### config.mk
export PLATFORM = sky130hd
export DESIGN_NAME = l1a_readout_sched
export DESIGN_NICKNAME = d
export VERILOG_FILES = /design/src/rtl/l1a_sched_pkg.sv /design/src/rtl/l1a_readout_sched_fifo.sv /design/src/rtl/l1a_readout_sched.sv
export SDC_FILE = /design/constraint.sdc
export NUM_CORES = 1
export LEC_CHECK = 0
export BUFFER_PORTS_ARGS = -buffer_cell sky130_fd_sc_hd__buf_2
export CORE_MARGIN = 3
export CORE_UTILIZATION = 54
export DETAILED_ROUTE_END_ITERATION = 10
export PLACE_DENSITY = 0.75
export SYNTH_ARGS = -nofsm -noshare
export SYNTH_HDL_FRONTEND = slang
export SYNTH_SLANG_ARGS = --single-unit
### constraint.sdc
create_clock -name CLK -period 2.35 [get_ports CLK]
set_input_delay 0.235 -clock CLK [delete_from_list [all_inputs] [get_ports CLK]]
set_output_delay 0.235 -clock CLK [all_outputs]
set_load 0.005 [all_outputs]
### src/rtl/l1a_sched_pkg.sv
// Shared types and constants for the L1A readout scheduler: FSM states, queued entry layout,
// watchdog limit and saturating-counter helper.
package l1a_sched_pkg;

   typedef enum logic [1:0] {S_IDLE, S_ISSUE, S_WAIT, S_GAP} state_t;

   localparam int L1N_W_DEF = 12;

   typedef struct packed {
      logic                 match;
      logic [L1N_W_DEF-1:0] l1n;
   } entry_t;

   localparam int         TMO_CYC  = 4095;
   localparam logic [7:0] OVFL_MAX = 8'd255;

   function automatic logic [7:0] sat_inc8(input logic [7:0] v);
      return (v == OVFL_MAX) ? v : v + 8'd1;
   endfunction

endpackage

### src/rtl/l1a_readout_sched_fifo.sv
// First-word-fall-through FIFO: head is combinational, a push shows at the head and in count
// one cycle later; push while full is accepted only together with a pop.
module sched_fifo #(
   parameter int DEPTH = 8,
   parameter int WIDTH = 13
) (
   input  logic                   clk,
   input  logic                   rst,
   input  logic                   push,
   input  logic [WIDTH-1:0]       push_dat,
   input  logic                   pop,
   output logic [WIDTH-1:0]       head_dat,
   output logic [$clog2(DEPTH):0] count,
   output logic                   full,
   output logic                   empty
);
   localparam int AW = $clog2(DEPTH);

   logic [WIDTH-1:0] mem_q [DEPTH];
   logic [AW-1:0]    wr_ptr_q, wr_ptr_d;
   logic [AW-1:0]    rd_ptr_q, rd_ptr_d;
   logic [AW:0]      count_q, count_d;
   logic             full_q, full_d;
   logic             empty_q, empty_d;
   logic             do_push, do_pop;

   always_comb begin
      do_pop   = pop & ~empty_q;
      do_push  = push & (~full_q | do_pop);
      wr_ptr_d = wr_ptr_q + AW'(do_push);
      rd_ptr_d = rd_ptr_q + AW'(do_pop);
      count_d  = count_q + (AW+1)'(do_push) - (AW+1)'(do_pop);
      full_d   = (count_d == (AW+1)'(DEPTH));
      empty_d  = (count_d == '0);
   end

   always_ff @(posedge clk) begin
      if (rst) begin
         wr_ptr_q <= '0;
         rd_ptr_q <= '0;
         count_q  <= '0;
         full_q   <= 1'b0;
         empty_q  <= 1'b1;
      end else begin
         wr_ptr_q <= wr_ptr_d;
         rd_ptr_q <= rd_ptr_d;
         count_q  <= count_d;
         full_q   <= full_d;
         empty_q  <= empty_d;
      end
   end

   // Storage needs no reset: nothing is read while empty.
   always_ff @(posedge clk) begin
      if (do_push) mem_q[wr_ptr_q] <= push_dat;
   end

   assign head_dat = mem_q[rd_ptr_q];
   assign count    = count_q;
   assign full     = full_q;
   assign empty    = empty_q;

endmodule

### src/rtl/l1a_readout_sched.sv
// Queues GMATCH/NO_MATCH decisions with their L1A number and issues them one at a time to the
// readout engine (RD_START 2 cycles after a decision when idle). Watchdog: L1A_SCHED_TIMEOUT_EN.
module l1a_readout_sched
   import l1a_sched_pkg::*;
#(
   parameter int DEPTH = 8,
   parameter int L1N_W = L1N_W_DEF,
   parameter int GAP   = 2,
   parameter int TMR   = 0
) (
   input  logic                   CLK,
   input  logic                   RST,
   input  logic                   GMATCH,
   input  logic                   NO_MATCH,
   input  logic                   L1N_RST,
   input  logic                   RD_BUSY,
   input  logic                   RD_DONE,
   output logic                   RD_START,
   output logic                   RD_MATCH,
   output logic [L1N_W-1:0]       RD_L1N,
   output logic                   FIFO_EMPTY,
   output logic                   FIFO_FULL,
   output logic [$clog2(DEPTH):0] PEND,
   output logic [7:0]             OVFL_CNT,
   output logic                   ACTIVE
`ifdef L1A_SCHED_TIMEOUT_EN
   ,
   output logic                   RD_TMO,
   output logic [7:0]             TMO_CNT
`endif
);
   localparam int         CW        = $clog2(DEPTH) + 1;
   localparam logic [3:0] GAP_LAST  = (GAP > 0) ? 4'(GAP - 1) : 4'd0;
   localparam state_t     POST_WAIT = state_t'((GAP > 0) ? S_GAP : S_IDLE);

   if (L1N_W != L1N_W_DEF) begin : g_bad_l1n_w
      $error("L1N_W must match the entry layout in l1a_sched_pkg");
   end
   if (TMR != 0) begin : g_tmr
   end

   state_t           state_q;
   entry_t           push_ent, head_ent;
   logic             dec, pop;
   logic             ff_full, ff_empty;
   logic [CW-1:0]    ff_count;
   logic [L1N_W-1:0] l1n_q, l1n_d;
   logic [7:0]       ovfl_q, ovfl_d;
   logic             rd_start_q, rd_match_q, active_q;
   logic [L1N_W-1:0] rd_l1n_q;
   logic [3:0]       gap_cnt_q;
`ifdef L1A_SCHED_TIMEOUT_EN
   localparam logic [15:0] TMO_LAST = 16'(TMO_CYC - 1);
   logic [15:0]      wd_q;
   logic             rd_tmo_q;
   logic [7:0]       tmo_cnt_q;
`endif

   // A dropped decision still consumes an L1A number so numbering tracks the L1A count.
   always_comb begin
      dec      = GMATCH | NO_MATCH;
      pop      = (state_q == S_ISSUE);
      push_ent = '{match: GMATCH, l1n: l1n_q};
      l1n_d    = l1n_q;
      if (L1N_RST)  l1n_d = '0;
      else if (dec) l1n_d = l1n_q + L1N_W'(1);
      ovfl_d = ovfl_q;
      if (dec & ff_full & ~pop) ovfl_d = sat_inc8(ovfl_q);
   end

   always_ff @(posedge CLK) begin
      if (RST) begin
         l1n_q  <= '0;
         ovfl_q <= '0;
      end else begin
         l1n_q  <= l1n_d;
         ovfl_q <= ovfl_d;
      end
   end

   sched_fifo #(
      .DEPTH (DEPTH),
      .WIDTH ($bits(entry_t))
   ) u_fifo (
      .clk      (CLK),
      .rst      (RST),
      .push     (dec),
      .push_dat (push_ent),
      .pop      (pop),
      .head_dat (head_ent),
      .count    (ff_count),
      .full     (ff_full),
      .empty    (ff_empty)
   );

   always_ff @(posedge CLK) begin
      if (RST) begin
         state_q    <= S_IDLE;
         rd_start_q <= 1'b0;
         rd_match_q <= 1'b0;
         rd_l1n_q   <= '0;
         active_q   <= 1'b0;
         gap_cnt_q  <= '0;
`ifdef L1A_SCHED_TIMEOUT_EN
         wd_q       <= '0;
         rd_tmo_q   <= 1'b0;
         tmo_cnt_q  <= '0;
`endif
      end else begin
         rd_start_q <= 1'b0;
`ifdef L1A_SCHED_TIMEOUT_EN
         rd_tmo_q   <= 1'b0;
`endif
         case (state_q)
            S_IDLE: begin
               if (~ff_empty & ~RD_BUSY) begin
                  state_q    <= S_ISSUE;
                  rd_start_q <= 1'b1;
                  rd_match_q <= head_ent.match;
                  rd_l1n_q   <= head_ent.l1n;
                  active_q   <= 1'b1;
               end
            end
            S_ISSUE: begin
               state_q <= S_WAIT;
`ifdef L1A_SCHED_TIMEOUT_EN
               wd_q    <= '0;
`endif
            end
            S_WAIT: begin
               if (RD_DONE) begin
                  state_q   <= POST_WAIT;
                  active_q  <= 1'b0;
                  gap_cnt_q <= '0;
               end
`ifdef L1A_SCHED_TIMEOUT_EN
               else if (wd_q == TMO_LAST) begin
                  state_q   <= POST_WAIT;
                  active_q  <= 1'b0;
                  gap_cnt_q <= '0;
                  rd_tmo_q  <= 1'b1;
                  tmo_cnt_q <= sat_inc8(tmo_cnt_q);
               end else begin
                  wd_q <= wd_q + 16'd1;
               end
`endif
            end
            S_GAP: begin
               if (gap_cnt_q == GAP_LAST) state_q <= S_IDLE;
               else                       gap_cnt_q <= gap_cnt_q + 4'd1;
            end
            default: state_q <= S_IDLE;
         endcase
      end
   end

   assign RD_START   = rd_start_q;
   assign RD_MATCH   = rd_match_q;
   assign RD_L1N     = rd_l1n_q;
   assign FIFO_EMPTY = ff_empty;
   assign FIFO_FULL  = ff_full;
   assign PEND       = ff_count;
   assign OVFL_CNT   = ovfl_q;
   assign ACTIVE     = active_q;
`ifdef L1A_SCHED_TIMEOUT_EN
   assign RD_TMO     = rd_tmo_q;
   assign TMO_CNT    = tmo_cnt_q;
`endif

endmodule

Yosys cells after proc, flatten, opt, wreduce, memory -nomap -nowiden --
Memory sizes are Yosys's and may differ from the RTL's. A register that Yosys moved wholly into a read port is not among the register bits. Index checks and enable logic that the tools add are counted.
Storage, ports and cells: RAM bits 104, bits in registers 40, memories kept 1, input port bits 7
Cells by class: eq/ne operators 10, muxes and demuxes 13, add/sub/neg operators 7, reduce and logical (&&, ||, !) cells 11, bitwise operators 13
Memory list:
- u_fifo.mem_q | words 8, bits a word 13, rd ports 1, clocked after Yosys merged registers in 1, write ports 1, line l1a_readout_sched_fifo.sv:19 | logic [WIDTH-1:0] mem_q [DEPTH];
Operators with widths (number):
- $add 12x1->12 const B | 1
- $reduce_and 3->1 | 3
- $add 8x1->8 const B | 1
- $eq 8x8->1 const B | 1
- $mux 4 | 2
- $ne 2x2->1 const B | 4
- $pmux 2 s4 | 1
- $pmux 4 s2 | 1
- $add 3x1->3 | 2
- $mux 2 | 3
- $not 1->1 | 6
- $and 1x1->1 | 5
- $mux 1 | 5
- $add 4x1->4 | 1
- $add 4x1->4 const B | 1
- $eq 2x2->1 const B | 2
- $eq 4x1->1 const B | 1
- $eq 4x4->1 const B | 1
- $logic_not 4->1 | 1
- $reduce_and 2->1 | 2
- $reduce_bool 2->1 | 2
- $reduce_or 2->1 | 2
- $sub 4x1->4 | 1
- $eq 2x1->1 const B | 1
- 3 further kinds | 4

Longest topological paths before layout --
Gate-level depths: netlist of run 1.
depth after elaboration 7, depth in mapped cells 12, mapped depth without buffers 12

Cells and area by module --
A second synthesis of run 1 with hierarchy kept.
Second synthesis, totals: cell total of the unflattened synthesis 427, area total of the unflattened synthesis 6437.4 µm²
By module, submodules not included:
- sched_fifo | instances 1, cells each 217, area an instance 4605.7 µm²
- l1a_readout_sched | instances 1, cells each 210, area an instance 1831.8 µm²

Least setup slack after synthesis of run 1 --
No wires, ideal clock.
kind flip-flop to flip-flop, from register state_q[1], to memory u_fifo.mem_q[2][0] (enable), path buffers 0, arrival time 2.073 ns, period minus slack after synthesis 2.475 ns, cell stages (with the launch flop) 7, slack -0.125 ns, path through dfxtp_1 inv_1 ha_1 nand2b_1 a21oi_1 nand2b_1 nor3b_1
On the way: cells in the longest elaborated chain, start to end 6
RTL lines:
- start, declared | line l1a_readout_sched.sv:42 | state_t state_q;
- start signal, assigned | line l1a_readout_sched.sv:98 | state_q <= S_IDLE;
- start signal, assigned | line l1a_readout_sched.sv:117 | state_q <= S_ISSUE;
- start signal, assigned | line l1a_readout_sched.sv:125 | state_q <= S_WAIT;
- $eq 2x1->1 | line l1a_readout_sched.sv:62 | pop = (state_q == S_ISSUE);
- $and 1x1->1 | line l1a_readout_sched_fifo.sv:28 | do_pop = pop & ~empty_q;
- $or 1x1->1 | line l1a_readout_sched_fifo.sv:29 | do_push = push & (~full_q | do_pop);
- $and 1x1->1 | line l1a_readout_sched_fifo.sv:29
- $mux 1 | line l1a_readout_sched_fifo.sv:55 | if (do_push) mem_q[wr_ptr_q] <= push_dat;
- $mux 1 (not written as such) | line l1a_readout_sched_fifo.sv:55
- end, declared | line l1a_readout_sched_fifo.sv:19
No other way between the ends.

Worst setup path after layout of run 1 --
from register state_q[0], to register u_fifo.empty_q, in the netlist u_fifo.empty
On the way: cells in the longest elaborated chain, start to end 7
RTL lines:
- $eq 2x1->1 * | line l1a_readout_sched.sv:62
- $and 1x1->1 * | line l1a_readout_sched_fifo.sv:28
- $or 1x1->1 | line l1a_readout_sched_fifo.sv:29
- $and 1x1->1 | line l1a_readout_sched_fifo.sv:29
- $add 4x1->4 | line l1a_readout_sched_fifo.sv:32 | count_d = count_q + (AW+1)'(do_push) - (AW+1)'(do_pop);
- $sub 4x1->4 * | line l1a_readout_sched_fifo.sv:32
- $logic_not 4->1 * | line l1a_readout_sched_fifo.sv:34 | empty_d = (count_d == '0);
- end signal, assigned | line l1a_readout_sched_fifo.sv:49 | empty_q <= empty_d;
- end, declared | line l1a_readout_sched_fifo.sv:24 | logic empty_q, empty_d;
Every way passes the cells marked *; elsewhere a longest branch is shown, timed or not. A chain may end at the register's enable or synchronous reset.

==> results of run 1 <==
path summary, 6_finish.rpt:
kind / start / endpoint / slack [ns] / cells after the start
hold reg to reg: RD_L1N[2] / RD_L1N[2] / 0.43 / 2
setup / recovery: state_q[0] / u_fifo.empty / 0.10 / 10
setup reg to reg: state_q[0] / u_fifo.empty / 0.10 / 10
hold / removal: RD_BUSY / RD_START / 0.05 / 2
Yosys cell counts, types with 6 or more instances:
library cell | instances | area share (%)
edfxtp_1 | 104 | 50
inv_1 | 14 | 0.84
xnor2_1 | 7 | 0.98
nor2_1 | 27 | 1.6
a21oi_1 | 15 | 1.2
o21ai_0 | 10 | 0.80
mux4_2 | 26 | 9.4
dfxtp_1 | 53 | 17
clkbuf_1 | 8 | 0.48
ha_1 | 17 | 3.4
nand3_1 | 6 | 0.48
nor2b_1 | 10 | 1.0
a22oi_1 | 14 | 1.7
xor2_1 | 7 | 0.98
nand2_1 | 37 | 2.2
per-layer routing:
layer	GRT usage [%]	share of wire, %	up-vias
met5	0	0	-
met4	9.38	2.3	0
met3	5.04	4.5	23
met2	32.7	51	90
met1	26.0	42	1853
li1	-	-	1705
flip-flops by register name (all words and copies together), names as in the netlist:
name	cells
ACTIVE	1
OVFL_CNT	8
RD_L1N	12
RD_MATCH	1
RD_START	1
gap_cnt_q	4
l1n_q	12
state_q	2
u_fifo.count	4
u_fifo.empty	1
u_fifo.full	1
u_fifo.mem_q	104
u_fifo.rd_ptr_q	3
u_fifo.wr_ptr_q	3
kinds of logic (layout without fill, tap and decap cells):
logic type,after synthesis,after routing
compound gates,51,51
xor+xnor,14,14
fa+ha+maj,18,18
buf+inv,29,100
flops,157,157
mux,28,28
simple gates,123,123
power by group:
| group | switching, uW | total (uW) | internal [uW] |
|---|---|---|---|
| combinational | 913 | 1740 | 826 |
| sequential | 179 | 3560 | 3380 |
| clock | 1120 | 2810 | 1690 |
metrics by stage:
step | instance area (um2) | instances | total power (uW)
global route | 7340 | 631 | 8440
CTS | 7300 | 630 | 8030
finish | 7340 | 631 | 8100
floorplan | 6260 | 420 | 4670
global placement | 6680 | 597 | 5100
detailed placement | 6680 | 597 | 5210
critical path: stages, from the launching register on:
cell	delay (ns)
dfxtp_1	0.40
ha_2	0.22
nand2b_1	0.08
inv_2	0.08
ha_4	0.20
inv_2	0.06
ha_2	0.18
inv_1	0.06
fa_1	0.48
nor2b_4	0.15
a31o_2	0.23
cell type report:
class                      count  area [um2]  share of cell area [%]
clock buffer                  17         425                    5.79
clock inverter                15         184                    2.51
inverter                      14        52.6                   0.716
multi-input combinational    234        1990                    27.1
sequential                   157        4190                    57.0
tap                          140         175                    2.39
timing repair buffer          54         330                    4.50
timing repair:
item                                    4_1_cts  5_1_grt
resized for setup                             4        6
pin swaps                                     0        2
buffers inserted                              1        1
endpoints found under the setup margin        2        2
==> results_tabular.tex, run 1 <==
\begin{tabular}{lr}
\hline
Metric & Value \\
\hline
\multicolumn{2}{l}{\textbf{Timing}} \\
\quad Share of the clock period used by the worst path after layout & 95.7\% \\
\quad Crit path setup slack, layout & 0.101 ns \\
\quad Worst slack on hold paths & 0.0519 ns \\
\quad Maximum frequency from static timing analysis & 445 MHz \\
\quad Total count of hold-check failures in the final report & 0 \\
\quad Setup Total Neg Slack & 0 ns \\
\quad Worst rel slew slack & 59.4\% \\
\quad Period minus WS final & 2.25 ns \\
\quad Total setup violations reported at the end of the flow & 0 \\
\quad Final count of pins violating max slew & 0 \\
\quad Transition time at the pin with the least slew margin & 0.604 ns \\
\quad Final setup skew & 0.00880 ns \\
\multicolumn{2}{l}{\textbf{Placement}} \\
\quad Worst setup slack before clock tree synthesis & -0.0322 ns \\
\quad Count of input and output buffers & 35 \\
\quad Final GP Congestion & 0.757 \\
\quad Final HPWL DP & 7.30 mm \\
\multicolumn{2}{l}{\textbf{Synth}} \\
\quad Synth Register Bits & 157 \\
\quad Post-synthesis cell count & 420 \\
\quad Number of enable-type register cells in the synthesized netlist & 104 \\
\quad Distinct cell type count of the synthesized netlist & 46 \\
\quad Synth Area in Simple Gates & 10.0\% \\
\quad Syn Std Cell Area & 0.00623 mm2 \\
\quad Yosys warns & 0 \\
\quad Post-Syn Nets & 445 \\
\quad Combinational family with the most area after synthesis & simple AND/OR/NAND/NOR gates \\
\quad Mean Syn Cell Area & 14.8 um2 \\
\quad Most frequently used flop master after synthesis & edfxtp\_1 \\
\quad Proportion of synthesized area in mux cells & 9.74\% \\
\quad Area share of xor/xnor cells in the synthesized design & 1.97\% \\
\quad Share of flip-flops with an asynchronous set or reset after synthesis & 0\% \\
\quad Compound-gate portion of the synthesized area & 5.36\% \\
\quad Adder-cell share of the synthesized area & 3.73\% \\
\quad Proportion of synthesized chip area in sequential cells & 67.1\% \\
\multicolumn{2}{l}{\textbf{Clock tree}} \\
\quad TritonCTS clock tree & yes \\
\quad Number of buffers created by CTS & 17 \\
\quad Hold\_buf cts & 0 \\
\quad Clock slew seen by the registers of the worst setup and hold paths & 0.06 ns \\
\quad CTS sink cnt & 157 \\
\quad Max H-tree Level & 4 \\
\quad Buffer levels on the longest clock path & 2 \\
\quad Clock network latency to the later pin of the worst-skew pair & 0.43 ns \\
\quad Clock Root Buffer & clkbuf\_16 \\
\multicolumn{2}{l}{\textbf{Routing}} \\
\quad Vias per cell & 5.82 \\
\quad Routed vias & 3671 \\
\quad Number of detailed-route iterations in the first pass & 4 \\
\quad Wire per inst & 19.2 um \\
\quad DRC violation count after routing & 0 \\
\quad Drt first-iter violations & 235 \\
\quad Remaining antenna violation count after routing & 0 \\
\quad Post-Route WL & 12.1 mm \\
\multicolumn{2}{l}{\textbf{Setup path}} \\
\quad Nature of the critical path startpoint & flop \\
\quad Crit path DAT & 2.57 ns \\
\quad Worst endpoint required time & 2.67 ns \\
\quad Worst Setup Path Type & flop to flop \\
\quad Worst setup EP type & flop \\
\quad Critical path fanouts, max & 4 \\
\multicolumn{2}{l}{\textbf{Layout}} \\
\quad Relative area change from synthesis to final layout & 17.8\% \\
\quad Proportion of layout cells with a drive suffix above 1 & 27.5\% \\
\quad Number of antenna repair diodes & 0 \\
\quad Commonest non-fill, non-tap cells in the layout & 104 x edfxtp\_1, 51 x dfxtp\_1, 37 x nand2\_1 \\
\quad Leading cell type in the layout, fill and taps excluded & edfxtp\_1 \\
\quad Final nets & 503 \\
\quad Number of fill cells & 754 \\
\quad Post-route core utilization & 66.3\% \\
\multicolumn{2}{l}{\textbf{Floorplanning}} \\
\quad Floorplan die width & 113 um \\
\quad Core region area & 0.0111 mm2 \\
\quad Top-level port count & 36 \\
\quad Starting density of the core & 56.3\% \\
\quad DIE HEIGHT & 113 um \\
\quad FP Rows & 38 \\
\quad Die area & 0.0129 mm2 \\
\multicolumn{2}{l}{\textbf{Global routing}} \\
\quad GRT overflow & 0 \\
\quad Global-route wire length before repair & 19.2 mm \\
\quad Number of global-route vias before repair & 3643 \\
\quad Maximum number of pins on one net before global-route repair & 33 \\
\quad All-layer global routing usage & 20.2\% \\
\quad Number of antenna violations at the first check in global routing & 0 \\
\multicolumn{2}{l}{\textbf{Job}} \\
\quad Max Cap Violations & 0 \\
\multicolumn{2}{l}{\textbf{Run status}} \\
\quad Result of the run & finished clean \\
\multicolumn{2}{l}{\textbf{Power}} \\
\quad Leakage dissipation & 0.00267 uW \\
\quad Worst IR Drop VDD & 0.795 mV \\
\quad Pwr Density & 1100 mW/mm2 \\
\multicolumn{2}{l}{\textbf{Hold path}} \\
\quad Path class of the lowest-slack min-delay path & input port to flop \\
\hline
\end{tabular}
(Power assumes the default switching activity.)
==> run 2: changes to the inputs <==
==> constraint.sdc (replaced) <==
create_clock -name CLK -period 2.35 [get_ports CLK]
set_input_delay 0.3525 -clock CLK [delete_from_list [all_inputs] [get_ports CLK]]
set_output_delay 0.3525 -clock CLK [all_outputs]
set_load 0.005 [all_outputs]
==> results_tabular.tex, run 2 (synthesis results as in run 1) <==
\begin{tabular}{lr}
\hline
Metric & Value \\
\hline
\multicolumn{2}{l}{\textbf{Floorplanning}} \\
\quad FP Rows & 38 (unchanged) \\
\quad Die area & 0.0129 mm2 (unchanged) \\
\quad Floorplan die width & 113 um (unchanged) \\
\quad DIE HEIGHT & 113 um (unchanged) \\
\quad Core region area & 0.0111 mm2 (unchanged) \\
\quad Top-level port count & 36 (unchanged) \\
\quad Starting density of the core & 56.3\% (unchanged) \\
\multicolumn{2}{l}{\textbf{Power}} \\
\quad Pwr Density & 1110 mW/mm2 (+0.71\%) \\
\quad Leakage dissipation & 0.00270 uW (+1.0\%) \\
\quad Worst IR Drop VDD & 0.609 mV (-23\%) \\
\multicolumn{2}{l}{\textbf{Hold path}} \\
\quad Path class of the lowest-slack min-delay path & input port to flop \\
\quad Hold Path Depth & 2 (unchanged) \\
\quad Hold path start & RST \\
\quad Worst Hold Endpoint & RD\_START \\
\multicolumn{2}{l}{\textbf{Clock tree}} \\
\quad Clock Root Buffer & clkbuf\_16 \\
\quad Number of buffers created by CTS & 17 (unchanged) \\
\quad Clock slew seen by the registers of the worst setup and hold paths & 0.06 ns (about the same) \\
\quad TritonCTS clock tree & yes \\
\quad CTS sink cnt & 157 (unchanged) \\
\quad Number of resized instances in the post-cts repair step & 0 (-4) \\
\quad Buffers inserted by post-CTS timing repair & 0 (-1) \\
\quad Hold\_buf cts & 0 (unchanged) \\
\quad Clock network latency to the later pin of the worst-skew pair & 0.42 ns (about the same) \\
\quad Buffer levels on the longest clock path & 2 (unchanged) \\
\quad Max H-tree Level & 4 (unchanged) \\
\multicolumn{2}{l}{\textbf{Setup path}} \\
\quad Worst setup EP type & flop \\
\quad Nature of the critical path startpoint & flop \\
\quad Slack of the worst reg-to-reg path & 0.09 ns (about the same) \\
\quad Slowest-stage cell, CP & fa\_1 \\
\quad Largest stage delay on the critical path & 0.41 ns (-0.07 ns) \\
\quad Critical path fanouts, max & 4 (unchanged) \\
\quad Critical R2R Launch & state\_q[1] \\
\quad Cell occurring most often along the worst timing path & inv\_1 \\
\quad Worst Setup Path Type & flop to flop \\
\quad Crit path DAT & 2.58 ns (about the same) \\
\quad RR Endpoint & u\_fifo.empty \\
\quad Chain of cells forming the critical path & inv\_1 -> ha\_2 -> nand2b\_1 -> inv\_1 -> ha\_1 -> inv\_1 -> ha\_1 -> inv\_1 -> fa\_1 -> nor2b\_2 -> a31o\_2 \\
\quad Worst endpoint required time & 2.66 ns (about the same) \\
\quad Dominant delay contributor by cell family on the critical path & adder cells \\
\quad Number of cell instances on the worst register-to-register path & 11 (+1) \\
\quad Crit path buffers/inverters & 4 (+1) \\
\multicolumn{2}{l}{\textbf{Placement}} \\
\quad Count of input and output buffers & 35 (unchanged) \\
\quad Final HPWL DP & 7.54 mm (+3.2\%) \\
\quad Final GP Congestion & 0.748 (-1.2\%) \\
\multicolumn{2}{l}{\textbf{Job}} \\
\quad Max Cap Violations & 0 (unchanged) \\
\multicolumn{2}{l}{\textbf{Global routing}} \\
\quad Maximum number of pins on one net before global-route repair & 33 (unchanged) \\
\quad Global-route wire length before repair & 19.5 mm (+1.3\%) \\
\quad Number of antenna violations at the first check in global routing & 0 (unchanged) \\
\quad All-layer global routing usage & 20.4\% (+0.20 points) \\
\quad GRT overflow & 0 (unchanged) \\
\quad Number of global-route vias before repair & 3559 (-2.3\%) \\
\multicolumn{2}{l}{\textbf{Timing}} \\
\quad Final count of pins violating max slew & 0 (unchanged) \\
\quad Final setup skew & 0.00672 ns (-0.00208 ns) \\
\quad Total setup violations reported at the end of the flow & 0 (unchanged) \\
\quad Maximum frequency from static timing analysis & 442 MHz (-0.62\%) \\
\quad Total count of hold-check failures in the final report & 0 (unchanged) \\
\quad Transition time at the pin with the least slew margin & 0.628 ns (+0.0237 ns) \\
\quad Share of the clock period used by the worst path after layout & 96.3\% (+0.60 points) \\
\quad Worst rel slew slack & 57.8\% (-1.6 points) \\
\quad Worst slack on hold paths & 0.162 ns (+0.110 ns) \\
\quad Period minus WS final & 2.26 ns (+0.0140 ns) \\
\quad RSZ-0062 raised after global routing & no \\
\quad Setup Total Neg Slack & 0 ns (unchanged) \\
\multicolumn{2}{l}{\textbf{Layout}} \\
\quad Proportion of layout cells with a drive suffix above 1 & 26.8\% (-0.67 points) \\
\quad Relative area change from synthesis to final layout & 18.4\% \\
\quad Commonest non-fill, non-tap cells in the layout & 104 x edfxtp\_1, 51 x dfxtp\_1, 37 x nand2\_1 \\
\quad Largest register by flop count & u\_fifo.mem\_q \\
\quad Leading cell type in the layout, fill and taps excluded & edfxtp\_1 \\
\quad Number of antenna repair diodes & 0 (unchanged) \\
\quad Max FFs per register & 104 (unchanged) \\
\quad Final nets & 504 (+0.20\%) \\
\multicolumn{2}{l}{\textbf{Run status}} \\
\quad Result of the run & finished clean \\
\multicolumn{2}{l}{\textbf{Routing}} \\
\quad DRC violation count after routing & 0 (unchanged) \\
\quad Wire per inst & 19.4 um (+1.2\%) \\
\quad Drt first-iter violations & 253 (+7.7\%) \\
\quad Vias per cell & 5.68 (-2.4\%) \\
\quad Post-Route WL & 12.3 mm (+1.4\%) \\
\quad Remaining antenna violation count after routing & 0 (unchanged) \\
\quad Routed vias & 3587 (-2.3\%) \\
\quad Number of detailed-route iterations in the first pass & 4 (unchanged) \\
\hline
\end{tabular}
run 2: area by class of cell:
class / instances / area, um2
clock inverters: 15 / 235
repair buffers: 55 / 338
fillers: 753 / 3700
clock buffers: 17 / 425
inverters: 14 / 52.6
multi-input cells: 234 / 1960
flip-flops and latches: 157 / 4190
well taps: 140 / 175
run 2: per-stage QoR:
| stage | util [%] | area (um2) | std cells | total power, uW | setup slack, ns |
|---|---|---|---|---|---|
| 6_report | 66.6 | 7380 | 632 | 8200 | 0.0871 |
| 5_1_grt | 66.6 | 7380 | 632 | 8540 | 0.00934 |
| 4_1_cts | 66.5 | 7360 | 632 | 8240 | 0.00219 |
| 3_5_place_dp | 60.5 | 6700 | 600 | 5210 | 0.0463 |
| 3_3_place_gp | 60.5 | 6700 | 600 | 5120 | 0.101 |
| 2_1_floorplan | - | 6260 | 420 | 4670 | 0.182 |
run 2: worst max-delay path by stage:
stage	from	to	slack, ns	cells past startpoint
finish	state_q[1]	u_fifo.empty	0.09	11
global route	state_q[1]	u_fifo.empty	0.009	11
CTS	state_q[1]	u_fifo.empty	0.002	11
detailed placement	state_q[1]	u_fifo.empty	0.05	11
global placement	state_q[1]	u_fifo.empty	0.10	11
floorplan	state_q[1]	u_fifo.empty	0.18	11
run 2: report_power, final:
group	leakage, uW	internal, uW	switching (uW)	total (uW)
Sequential	0.00141	3380	190	3570
Clock	0.000315	1900	1110	3010
Combinational	0.000971	752	863	1610
Total	0.00270	6040	2160	8200
run 2: worst reg2reg max path: stages (launching register included):
cell and delay (ns):
dfxtp_4 0.36, inv_1 0.07, ha_2 0.18, nand2b_1 0.08
inv_1 0.07, ha_1 0.27, inv_1 0.04, ha_1 0.20
inv_1 0.07, fa_1 0.41, nor2b_2 0.17, a31o_2 0.24
run 2: layer usage:
metal	part of all wire, %	GRT usage (%)
met2	50	34.0
met3	4.7	4.56
met1	44	26.6
met4	1.5	7.69
met5	0	0
==> run 3: changes to the inputs <==
--- a/config.mk
+++ b/config.mk
@@ -7,9 +7,11 @@
 export LEC_CHECK = 0
 export BUFFER_PORTS_ARGS = -buffer_cell sky130_fd_sc_hd__buf_2
 export CORE_MARGIN = 3
-export CORE_UTILIZATION = 54
+export CORE_UTILIZATION = 57
+export CTS_BUF_LIST = sky130_fd_sc_hd__clkbuf_4 sky130_fd_sc_hd__clkbuf_8
 export DETAILED_ROUTE_END_ITERATION = 10
-export PLACE_DENSITY = 0.75
+export GPL_TIMING_DRIVEN = 0
+export PLACE_DENSITY = 0.78
 export SYNTH_ARGS = -nofsm -noshare
 export SYNTH_HDL_FRONTEND = slang
 export SYNTH_SLANG_ARGS = --single-unit
==> results_tabular.tex, run 3 (synthesis results as in run 1) <==
\begin{tabular}{lr}
\hline
Metric & Value \\
\hline
\multicolumn{2}{l}{\textbf{Run status}} \\
\quad Result of the run & finished clean \\
\multicolumn{2}{l}{\textbf{Power}} \\
\quad Relative contribution of the clock network to total power & 25.7\% (-11 points) \\
\quad Power Total & 7270 uW (-11\%) \\
\quad Fraction of power spent switching nets & 30.1\% (+3.7 points) \\
\quad Switching power summed over all nets & 2190 uW (+1.3\%) \\
\quad Worst IR Drop VDD & 0.561 mV (-7.9\%) \\
\quad Int Pwr & 5080 uW (-16\%) \\
\quad Pwr Density & 1010 mW/mm2 (-9.1\%) \\
\quad Leakage dissipation & 0.00257 uW (-4.8\%) \\
\quad Sequential power share & 49.3\% (+5.7 points) \\
\quad Combinational group share of total power & 25.0\% (+5.3 points) \\
\multicolumn{2}{l}{\textbf{Routing}} \\
\quad Wire per inst & 19.9 um (+2.1\%) \\
\quad Drt first-iter violations & 265 (+4.7\%) \\
\quad Number of detailed-route iterations in the first pass & 5 (+1) \\
\quad Remaining antenna violation count after routing & 0 (unchanged) \\
\quad Post-Route WL & 12.5 mm (+1.9\%) \\
\quad DRC violation count after routing & 0 (unchanged) \\
\quad Routed vias & 3721 (+3.7\%) \\
\quad Vias per cell & 5.90 (+3.9\%) \\
\multicolumn{2}{l}{\textbf{Timing}} \\
\quad Total setup violations reported at the end of the flow & 0 (unchanged) \\
\quad Worst slack on hold paths & 0.163 ns (+0.000970 ns) \\
\quad Final count of pins violating max slew & 0 (unchanged) \\
\quad Maximum frequency from static timing analysis & 442 MHz (about the same) \\
\quad Period minus WS final & 2.26 ns (-0.000268 ns) \\
\quad Total count of hold-check failures in the final report & 0 (unchanged) \\
\quad Transition time at the pin with the least slew margin & 0.720 ns (+0.0923 ns) \\
\quad Crit path setup slack, layout & 0.0873 ns (+0.000268 ns) \\
\quad Share of the clock period used by the worst path after layout & 96.3\% (about the same) \\
\quad Setup Total Neg Slack & 0 ns (unchanged) \\
\quad Final setup skew & 0.0104 ns (+0.00367 ns) \\
\quad Worst rel slew slack & 52.0\% (-5.8 points) \\
\multicolumn{2}{l}{\textbf{Setup path}} \\
\quad Dominant delay contributor by cell family on the critical path & adder cells \\
\quad Largest stage delay on the critical path & 0.48 ns (+0.07 ns) \\
\quad CP startpoint & u\_fifo.empty \\
\quad CP Depth & 9 (-2) \\
\quad Worst setup EP type & flop \\
\quad Slowest-stage cell, CP & fa\_1 \\
\quad Chain of cells forming the critical path & nand2b\_4 -> inv\_2 -> ha\_1 -> inv\_1 -> ha\_2 -> inv\_2 -> fa\_1 -> nor2b\_2 -> a31o\_2 \\
\quad Crit path buffers/inverters & 3 (-1) \\
\quad Number of cell instances on the worst register-to-register path & 9 (-2) \\
\quad Crit path DAT & 2.60 ns (+0.02 ns) \\
\quad Worst endpoint required time & 2.69 ns (+0.03 ns) \\
\quad Critical path fanouts, max & 6 (+2) \\
\quad RR Endpoint & u\_fifo.empty \\
\quad Cell occurring most often along the worst timing path & inv\_2 \\
\quad Critical R2R Launch & u\_fifo.empty \\
\quad Nature of the critical path startpoint & flop \\
\quad Worst Setup Path Type & flop to flop \\
\quad Slack of the worst reg-to-reg path & 0.09 ns (about the same) \\
\quad Worst Setup EP & u\_fifo.empty \\
\multicolumn{2}{l}{\textbf{Global routing}} \\
\quad GRT overflow & 0 (unchanged) \\
\quad All-layer global routing usage & 21.4\% (+0.94 points) \\
\quad Number of global-route vias before repair & 3801 (+6.8\%) \\
\quad Number of antenna violations at the first check in global routing & 0 (unchanged) \\
\quad Global-route wire length before repair & 19.9 mm (+2.1\%) \\
\quad Maximum number of pins on one net before global-route repair & 17 (-48\%) \\
\multicolumn{2}{l}{\textbf{Layout}} \\
\quad Leading cell type in the layout, fill and taps excluded & edfxtp\_1 \\
\quad Final nets & 507 (+0.60\%) \\
\quad Post-route core utilization & 68.8\% (+2.2 points) \\
\quad Commonest non-fill, non-tap cells in the layout & 104 x edfxtp\_1, 52 x dfxtp\_1, 39 x buf\_2 \\
\quad Proportion of layout cells with a drive suffix above 1 & 26.9\% (+0.039 points) \\
\quad Max FFs per register & 104 (unchanged) \\
\quad Largest register by flop count & u\_fifo.mem\_q \\
\quad Number of antenna repair diodes & 0 (unchanged) \\
\quad Relative area change from synthesis to final layout & 15.5\% \\
\multicolumn{2}{l}{\textbf{Clock tree}} \\
\quad TritonCTS clock tree & yes \\
\quad Clock network latency to the later pin of the worst-skew pair & 0.44 ns (+0.02 ns) \\
\quad Number of buffers created by CTS & 17 (unchanged) \\
\quad Clock Root Buffer & clkbuf\_8 \\
\quad Hold\_buf cts & 0 (unchanged) \\
\quad CTS sink cnt & 157 (unchanged) \\
\quad Buffer levels on the longest clock path & 2 (unchanged) \\
\quad Clock slew seen by the registers of the worst setup and hold paths & 0.08 ns (+0.02 ns) \\
\quad Max H-tree Level & 4 (unchanged) \\
\multicolumn{2}{l}{\textbf{Floorplanning}} \\
\quad Floorplan die width & 111 um (-2.5\%) \\
\quad Starting density of the core & 59.6\% (+3.3 points) \\
\quad FP Rows & 37 (-2.6\%) \\
\quad DIE HEIGHT & 111 um (-2.5\%) \\
\quad Core region area & 0.0105 mm2 (-5.6\%) \\
\quad Die area & 0.0122 mm2 (-5.0\%) \\
\quad Top-level port count & 36 (unchanged) \\
\multicolumn{2}{l}{\textbf{Job}} \\
\quad Max Cap Violations & 0 (unchanged) \\
\multicolumn{2}{l}{\textbf{Placement}} \\
\quad Count of input and output buffers & 35 (unchanged) \\
\quad Final GP Congestion & 0.768 (+2.8\%) \\
\quad Final HPWL DP & 7.92 mm (+5.1\%) \\
\quad Worst setup slack before clock tree synthesis & -0.447 ns (-0.493 ns) \\
\multicolumn{2}{l}{\textbf{Hold path}} \\
\quad Path class of the lowest-slack min-delay path & input port to flop \\
\hline
\end{tabular}
run 3: per-stage QoR:
| stage | instance area (um2) | cells |
|---|---|---|
| floorplan | 6260 | 420 |
| global placement | 6610 | 591 |
| detailed placement | 6610 | 591 |
| CTS | 7160 | 630 |
| global route | 7200 | 631 |
| finish | 7200 | 631 |
run 3: metal layers:
layer	GRT usage, %	up-vias	wire, um
met1	27.4	1867	4980
li1	-	1712	-
met5	0	-	0
met2	36.4	127	6590
met3	5.37	15	804
met4	5.99	0	158
run 3: what timing repair did:
action                                  4_1_cts  5_1_grt
endpoints found under the setup margin      106       11
pin swaps                                     4        1
buffers inserted                              7        1
gates resized for setup                      13        9
run 3: worst min-delay path by stage:
stage                     startpoint   endpoint  slack [ns]  cells past startpoint
final                        RD_BUSY   RD_START        0.16                      2
after global routing         RD_BUSY   RD_START        0.14                      2
after CTS                    RD_BUSY   RD_START        0.12                      2
after detailed placement   RD_L1N[8]  RD_L1N[8]        0.43                      2
after global placement     RD_L1N[2]  RD_L1N[2]        0.42                      2
after floorplan            RD_L1N[0]  RD_L1N[0]        0.43                      2
run 3: layout make-up:
cell class / count / area (um2)
Sequential cell: 157 / 4190
Clock inverter: 15 / 138
Tap cell: 136 / 170
Multi-Input combinational cell: 234 / 2040
Timing Repair Buffer: 43 / 298
Inverter: 14 / 52.6
Buffer: 15 / 76.3
Clock buffer: 17 / 234
Fill cell: 703 / 3260
run 3: power groups by stage:
stage	Combinational [uW]	Sequential [uW]	Clock, uW
floorplan	1090	3580	0
global placement	1460	3590	0
finish	1820	3580	1870
detailed placement	1530	3620	0
CTS	1730	3570	1910
global route	1990	3620	2020
